$ cat config.mk
export PLATFORM = sky130hd
export DESIGN_NAME = l2_reqarb
export DESIGN_NICKNAME = d
export VERILOG_FILES = /design/src/rtl/l2_reqarb.sv
export SDC_FILE = /design/constraint.sdc
export NUM_CORES = 1
export LEC_CHECK = 0
export ABC_CLOCK_PERIOD_IN_PS = 6000
export CORE_AREA = 2 2 147 149
export CTS_BUF_LIST = sky130_fd_sc_hd__clkbuf_16
export DETAILED_ROUTE_END_ITERATION = 16
export DIE_AREA = 0 0 149 151
export GPL_TIMING_DRIVEN = 0
export PLACE_DENSITY = 0.46
export SLEW_MARGIN = 20
export SYNTH_ARGS = -nofsm -noshare
export SYNTH_HDL_FRONTEND = slang
export SYNTH_SLANG_ARGS = --single-unit
$ cat constraint.sdc
create_clock -name clk -period 6 [get_ports clk]
set_input_delay 1.2 -clock clk [delete_from_list [all_inputs] [get_ports clk]]
set_output_delay 1.2 -clock clk [all_outputs]
set_load 0.03 [all_outputs]
$ cat src/rtl/l2_reqarb.sv
// Round-robin merge of icache/dcache requests onto one l2 port, with an in-order
// source FIFO that steers each l2 response back to its issuer. Optional counters: L2ARB_STATS_EN.
module l2_reqarb #(
  parameter int unsigned DEPTH = 4
) (
  input  logic        clk,
  input  logic        rst,
  input  logic        ic_req_valid,
  input  logic [29:0] ic_req_addr,
  output logic        ic_req_ready,
  input  logic        dc_req_valid,
  input  logic [1:0]  dc_req_op,
  input  logic [29:0] dc_req_addr,
  input  logic [3:0]  dc_req_wmask,
  input  logic [31:0] dc_req_wdata,
  output logic        dc_req_ready,
  output logic        req_valid,
  output logic [1:0]  req_op,
  output logic [29:0] req_addr,
  output logic [3:0]  req_wmask,
  output logic [31:0] req_wdata,
  input  logic        l2_req_ready,
  input  logic        l2_resp_valid,
  input  logic        l2_resp_error,
  input  logic [63:0] l2_resp_rdata,
  output logic        resp_ready,
  output logic        ic_resp_valid,
  output logic        ic_resp_error,
  output logic [63:0] ic_resp_rdata,
  input  logic        ic_resp_ready,
  output logic        dc_resp_valid,
  output logic        dc_resp_error,
  output logic [63:0] dc_resp_rdata,
  input  logic        dc_resp_ready
`ifdef L2ARB_STATS_EN
  ,
  output logic [31:0] ic_req_count,
  output logic [31:0] dc_req_count,
  output logic [31:0] stall_cycles
`endif
);

  localparam int unsigned PW = (DEPTH > 1) ? $clog2(DEPTH) : 1;
  localparam int unsigned CW = PW + 1;

  logic [DEPTH-1:0] r_src;
  logic [PW-1:0]    r_wr_ptr;
  logic [PW-1:0]    r_rd_ptr;
  logic [CW-1:0]    r_count;
  logic             r_rr_last;
  logic             r_lock;
  logic             r_lock_src;

  logic w_full;
  logic w_empty;
  logic w_grant;
  logic w_accept;
  logic w_pop;
  logic w_head;

  assign w_full  = (r_count == CW'(DEPTH));
  assign w_empty = (r_count == CW'(0));
  assign w_head  = r_src[r_rd_ptr];

  // Grant: 0 = icache, 1 = dcache; a stalled request keeps its grant until taken
  always_comb begin
    w_grant = 1'b0;
    if (r_lock)
      w_grant = r_lock_src;
    else if (ic_req_valid && dc_req_valid)
      w_grant = ~r_rr_last;
    else
      w_grant = dc_req_valid;
  end

  assign req_valid    = (ic_req_valid | dc_req_valid) & ~w_full & ~rst;
  assign w_accept     = req_valid & l2_req_ready;
  assign ic_req_ready = w_accept & ~w_grant;
  assign dc_req_ready = w_accept & w_grant;

  always_comb begin
    req_op    = 2'b00;
    req_addr  = ic_req_addr;
    req_wmask = 4'h0;
    req_wdata = 32'h0;
    if (w_grant) begin
      req_op    = dc_req_op;
      req_addr  = dc_req_addr;
      req_wmask = dc_req_wmask;
      req_wdata = dc_req_wdata;
    end
  end

  assign ic_resp_valid = l2_resp_valid & ~w_empty & ~w_head;
  assign dc_resp_valid = l2_resp_valid & ~w_empty & w_head;
  assign ic_resp_error = l2_resp_error;
  assign dc_resp_error = l2_resp_error;
  assign ic_resp_rdata = l2_resp_rdata;
  assign dc_resp_rdata = l2_resp_rdata;
  assign resp_ready    = ~w_empty & (w_head ? dc_resp_ready : ic_resp_ready);
  assign w_pop         = l2_resp_valid & resp_ready;

  // Source FIFO; a push never coincides with full, so the count cannot overflow
  always_ff @(posedge clk or posedge rst) begin
    if (rst) begin
      r_src    <= '0;
      r_wr_ptr <= '0;
      r_rd_ptr <= '0;
      r_count  <= '0;
    end else begin
      if (w_accept) begin
        r_src[r_wr_ptr] <= w_grant;
        r_wr_ptr        <= r_wr_ptr + PW'(1);
      end
      if (w_pop)
        r_rd_ptr <= r_rd_ptr + PW'(1);
      case ({w_accept, w_pop})
        2'b10:   r_count <= r_count + CW'(1);
        2'b01:   r_count <= r_count - CW'(1);
        default: r_count <= r_count;
      endcase
    end
  end

  always_ff @(posedge clk or posedge rst) begin
    if (rst) begin
      r_rr_last  <= 1'b0;
      r_lock     <= 1'b0;
      r_lock_src <= 1'b0;
    end else if (w_accept) begin
      r_rr_last <= w_grant;
      r_lock    <= 1'b0;
    end else if (req_valid) begin
      r_lock     <= 1'b1;
      r_lock_src <= w_grant;
    end
  end

`ifdef L2ARB_STATS_EN
  always_ff @(posedge clk or posedge rst) begin
    if (rst) begin
      ic_req_count <= 32'd0;
      dc_req_count <= 32'd0;
      stall_cycles <= 32'd0;
    end else begin
      if (ic_req_ready)
        ic_req_count <= ic_req_count + 32'd1;
      if (dc_req_ready)
        dc_req_count <= dc_req_count + 32'd1;
      if (req_valid && !l2_req_ready)
        stall_cycles <= stall_cycles + 32'd1;
    end
  end
`endif

endmodule

# == Yosys cells after proc, flatten, opt, wreduce, memory -nomap -nowiden ==
# Cells that the tools add are included.
# word_totals
regBits,14
wordCells,56
# classes
eq_ne,3
bitwise_logic,18
muxes,15
magnitude_cmp,3
addsub,4
n_reduce_logical,6
# ops
operator,count
32-bit 2-to-1 mux,1
30-bit 2-to-1 mux,1
1-bit AND,10
1-bit 2-to-1 mux,7
1-bit inverter,7
"2-bit by 3-bit less-than comparator with 1-bit output, second input constant",2
3-bit case mux with 2 select lines,1
"2-bit by 1-bit adder with 2-bit output, second input constant",2
4-bit bitwise mux,1
4-bit 2-to-1 mux,1
2-bit nonzero test,2
"3-bit by 1-bit adder with 3-bit output, second input constant",1
"3-bit equality test, second input constant",1
3-bit logical NOT,1
"3-bit by 1-bit subtractor with 3-bit output, second input constant",1
1-bit binary-select mux with 2-bit select,1
1-bit demux with 2-bit select,1
"2-bit by 1-bit equality test with 1-bit output, second input constant",1
"2-bit equality test, second input constant",1
"2-bit by 1-bit >= comparator with 1-bit output, second input constant",1
1-bit logical AND,2
2-bit 2-to-1 mux,1
2-bit AND reduction,1
1-bit bitwise OR,1

# == Logic depth before layout (Yosys ltp) ==
# logic_depth
word_depth,7
depth_mapped,10
depth_no_buf,10

# == Worst setup path after synthesis ==
# Ideal clock, no wire load.
# synth_timing
path_type,input -> output
startpoint,input port dc_req_valid
endpoint,output port req_wdata[23]
t_required_ns,4.800
arrival_ns,2.258
path_slack_ns,2.542
n_path_buf,2
path_stages,5
cell_sequence,a21boi_0 -> mux2i_1 -> buf_2 -> buf_2 -> nor2b_1
# synth_via
elab_chain_len,4
# synth_rtl
item,line,rtl
"start, declared",11,"input logic dc_req_valid,"
1-bit logical AND,70,else if (ic_req_valid && dc_req_valid)
1-bit 2-to-1 mux *,70,
1-bit 2-to-1 mux *,68,if (r_lock)
32-bit 2-to-1 mux *,86,if (w_grant) begin
"end, declared",21,"output logic [31:0] req_wdata,"
# Mark *: on every way between the ends. The rest lies on a longest branch, timed or not.

# == Final worst setup path ==
# layout_timing
startpoint,input port ic_req_valid
endpoint,output port req_addr[27]
# layout_via
elab_chain_len,4
# layout_rtl
item,line,rtl
"start, declared",8,"input logic ic_req_valid,"
1-bit logical AND,70,
1-bit 2-to-1 mux,70,
1-bit 2-to-1 mux,68,
30-bit 2-to-1 mux,86,
"end, declared",19,"output logic [29:0] req_addr,"
# Every way passes these cells.

==> results.py <==
metrics = {
    "run_status": {
        "outcome": "complete, no violations",
    },
    "global_routing": {
        "grt_pass1_wl_microns": 16400,
        "gr-total-overflow": 0,
        "track_usage_pct": 9.41,
        "grt_util_met2_pct": 18.2,
        "first_global_vias": 2859,
        "antenna_found_initial": 0,
        "use_met1_pct": 10.5,
        "gr-max-usage-layer": "met2",
        "use_met3_pct": 2.89,
        "grt_start_max_net_pins": 15,
    },
    "setup_path": {
        "worstReg2RegStart": "r_rd_ptr[1]",
        "crit_fanout": 10,
        "end_kind": "primary output",
        "path_class": "input pin to primary output",
        "worst_ep_required_time_ps": 4800,
        "reg2regPathDepth": 10,
        "startpoint": "ic_req_valid",
        "startpoint_type": "input pin",
        "r2r-end": "r_count[2]",
        "endpoint": "req_addr[27]",
        "r2r_setup_slack_ps": 3690,
        "cp.arrival_ps": 3630,
    },
    "clock_tree": {
        "cts.repair.resized": 0,
        "insertion_delay_ps": 240,
        "cts_hold_buf": 0,
        "htree_levels": 1,
        "cts_inserted_buffers": 3,
        "path_clk_slew_ps": 40,
        "clockBufferDepth": 2,
        "cts_root_buffer": "clkbuf_16",
        "postCtsSetupBuffers": 0,
        "cts_tree": "built",
        "clkSinkCount": 14,
    },
    "yosys": {
        "postSynth.asyncResetShare_pct": 100,
        "synthMuxAreaShare_pct": 17.4,
        "synth_top_family_by_area": "buffers and inverters",
        "ys_types": 28,
        "synthAdderAreaFrac_pct": 3.44,
        "syn_avg_cell_area_sq_um": 8.54,
        "synthXorXnorAreaFrac_pct": 1.82,
        "synth_edf_count": 0,
        "netlist_area_sq_um": 2400,
        "synth_flop_cell": "dfrtp_1",
        "ys_seq_elements": 14,
        "yosysWarnings": 0,
        "synth-compound-area-share_pct": 4.85,
        "synthTopCellsByArea": "buf_4, dfrtp_1, mux2_2, nor2b_1, mux2i_1",
        "yosys.area_share.simple_pct": 13.6,
        "synth-seq-area-share_pct": 14.6,
        "synth.top_cell.area_share_pct": 40.7,
        "synth_cells": 281,
        "yosys.area.top_type": "buf_4",
        "syn-num-nets": 458,
    },
    "run": {
        "drv_cap": 0,
    },
    "die": {
        "ioPinCount": 375,
        "die_w_microns": 149,
        "placementRows": 53,
        "start_util_pct": 11.5,
        "fp.dieH_microns": 151,
        "core_sq_um": 20800,
        "dieArea_sq_um": 22500,
    },
    "power_and_ir_drop": {
        "pwr-share-comb_pct": 82.3,
        "powerDensity_nw_per_um2": 294,
        "pwr-share-clk_pct": 7.2,
        "switchingPower_mw": 0.859,
        "power.leakage_nw": 2.47,
        "swShare_pct": 49.4,
        "p_int_mw": 0.878,
        "pwr-share-seq_pct": 10.5,
        "ir_drop_v": 0.0000960,
    },
    "timing": {
        "fin_crit_ps": 4830,
        "fin_crit_sh_pct": 80.4,
        "rsz0062_at_grt": "no",
        "max-slew-margin-rel_pct": 64.4,
        "setup_viol_count_final": 0,
        "slew_viol_final": 0,
        "layout_setup_ws_ps": 1170,
        "finalHoldViolCount": 0,
        "setup-tns-final_ps": 0,
        "fmax_mhz": 207,
        "tightest_slew_ps": 531,
        "finClkSkew_ps": 4.13,
    },
    "min_path": {
        "hp-class": "flip-flop to flip-flop",
    },
    "placement": {
        "hpwl_microns": 11200,
        "dp_cells": 865,
        "gp_congestion": 0.720,
        "port-buffer-count": 309,
        "place_ws_ps": 1050,
    },
    "cells_and_area": {
        "nNetsFinal": 772,
        "num_antenna_cells": 0,
        "areaGrowthSynthToFinish_pct": 147,
        "fin_util_pct": 28.4,
        "drive_gt1_share_pct": 29.8,
        "stdcell_count": 869,
        "nFillCells": 2223,
    },
    "detailed_routing": {
        "drc": 0,
        "dr_total_vias": 2827,
        "viasPerCell": 3.25,
        "wire_per_inst_microns": 13.9,
        "firstDrtPassIters": 4,
        "drt-initial-drc-count": 19,
        "postRouteAntennaNets": 0,
        "drt_wl_total_microns": 12100,
    },
}
-- worst max-delay path, stage by stage --
cell	delay, ps
clkdlybuf4s50_1	470
a21boi_0	80
mux2i_1	300
buf_2	360
buf_6	210
mux2_2	340
clkdlybuf4s50_1	650
-- power by group through the flow --
stage | clock (mW) | sequential [mW] | combinational, mW
floorplan | 0 | 0.174 | 0.869
global placement | 0 | 0.182 | 1.45
detailed placement | 0 | 0.183 | 1.46
CTS | 0.129 | 0.183 | 1.46
global route | 0.132 | 0.190 | 1.52
finish | 0.124 | 0.183 | 1.43
-- registers in the layout, summed over array words and instances (netlist names) --
signal	flops
r_count	3
r_rr_last	1
r_wr_ptr	2
r_rd_ptr	2
r_lock_src	1
r_src	4
r_lock	1
-- area by class of cell --
| type | instances | area [sq um] | area share, % |
|---|---|---|---|
| repair buffers | 309 | 3090 | 52.3 |
| clock buffers | 3 | 75.1 | 1.27 |
| inverters | 8 | 30.0 | 0.508 |
| clock inverters | 1 | 3.75 | 0.0635 |
| plain buffers | 139 | 1030 | 17.5 |
| flip-flops and latches | 14 | 350 | 5.92 |
| well taps | 275 | 344 | 5.82 |
| multi-input cells | 120 | 986 | 16.7 |
-- stage by stage --
step	hold WS [ps]	total power [mW]	area, sq um
6_report	515	1.74	5920
5_1_grt	540	1.84	5920
3_3_place_gp	499	1.63	5840
3_5_place_dp	508	1.64	5840
2_1_floorplan	460	1.04	2400
4_1_cts	516	1.77	5920
-- worst min path at each step --
stage,cells after the start,to,startpoint
after floorplan,2,r_rr_last,r_rr_last
after global placement,1,r_rd_ptr[0],r_rd_ptr[0]
after detailed placement,2,r_rr_last,r_rr_last
after CTS,2,r_rr_last,r_rr_last
after global routing,2,r_rr_last,r_rr_last
final,2,r_rr_last,r_rr_last
-- per-layer routing --
layer	share of wire (%)	vias up
met5	0	-
met4	0.14	0
met3	9.6	2
met2	55	165
met1	35	1269
li1	-	1391
-- placed cells by master (no fill, tap or decap), drive strengths merged, types with 2 or more instances in the layout --
cell           instances
dfrtp                 14
xor2                   3
a21oi                  5
ha                     5
nor2                  11
a31oi                  5
mux2i                  8
mux2                  30
nor2b                 39
inv                    8
buf                  139
xnor2                  2
o21ai                  2
clkbuf                 3
clkdlybuf4s50        309
-- cell families (layout without fill, tap and decap cells) --
logic type / after synthesis / in the layout
AOI/OAI and AO/OA: 16 / 16
xor gates and xnor gates: 5 / 5
adders and majority gates: 6 / 6
buffers and inverters: 147 / 460
DFF: 14 / 14
muxes: 38 / 38
and+or+nand+nor: 55 / 55
-- cells in the mapped netlist (all sizes together), types with 2 or more instances --
cell / count
buf: 139
nor2b: 39
mux2: 30
dfrtp: 14
nor2: 11
inv: 8
mux2i: 8
a21oi: 5
a31oi: 5
ha: 5
xor2: 3
o21ai: 2
xnor2: 2
Note: power is estimated with default switching activity, not from simulation.
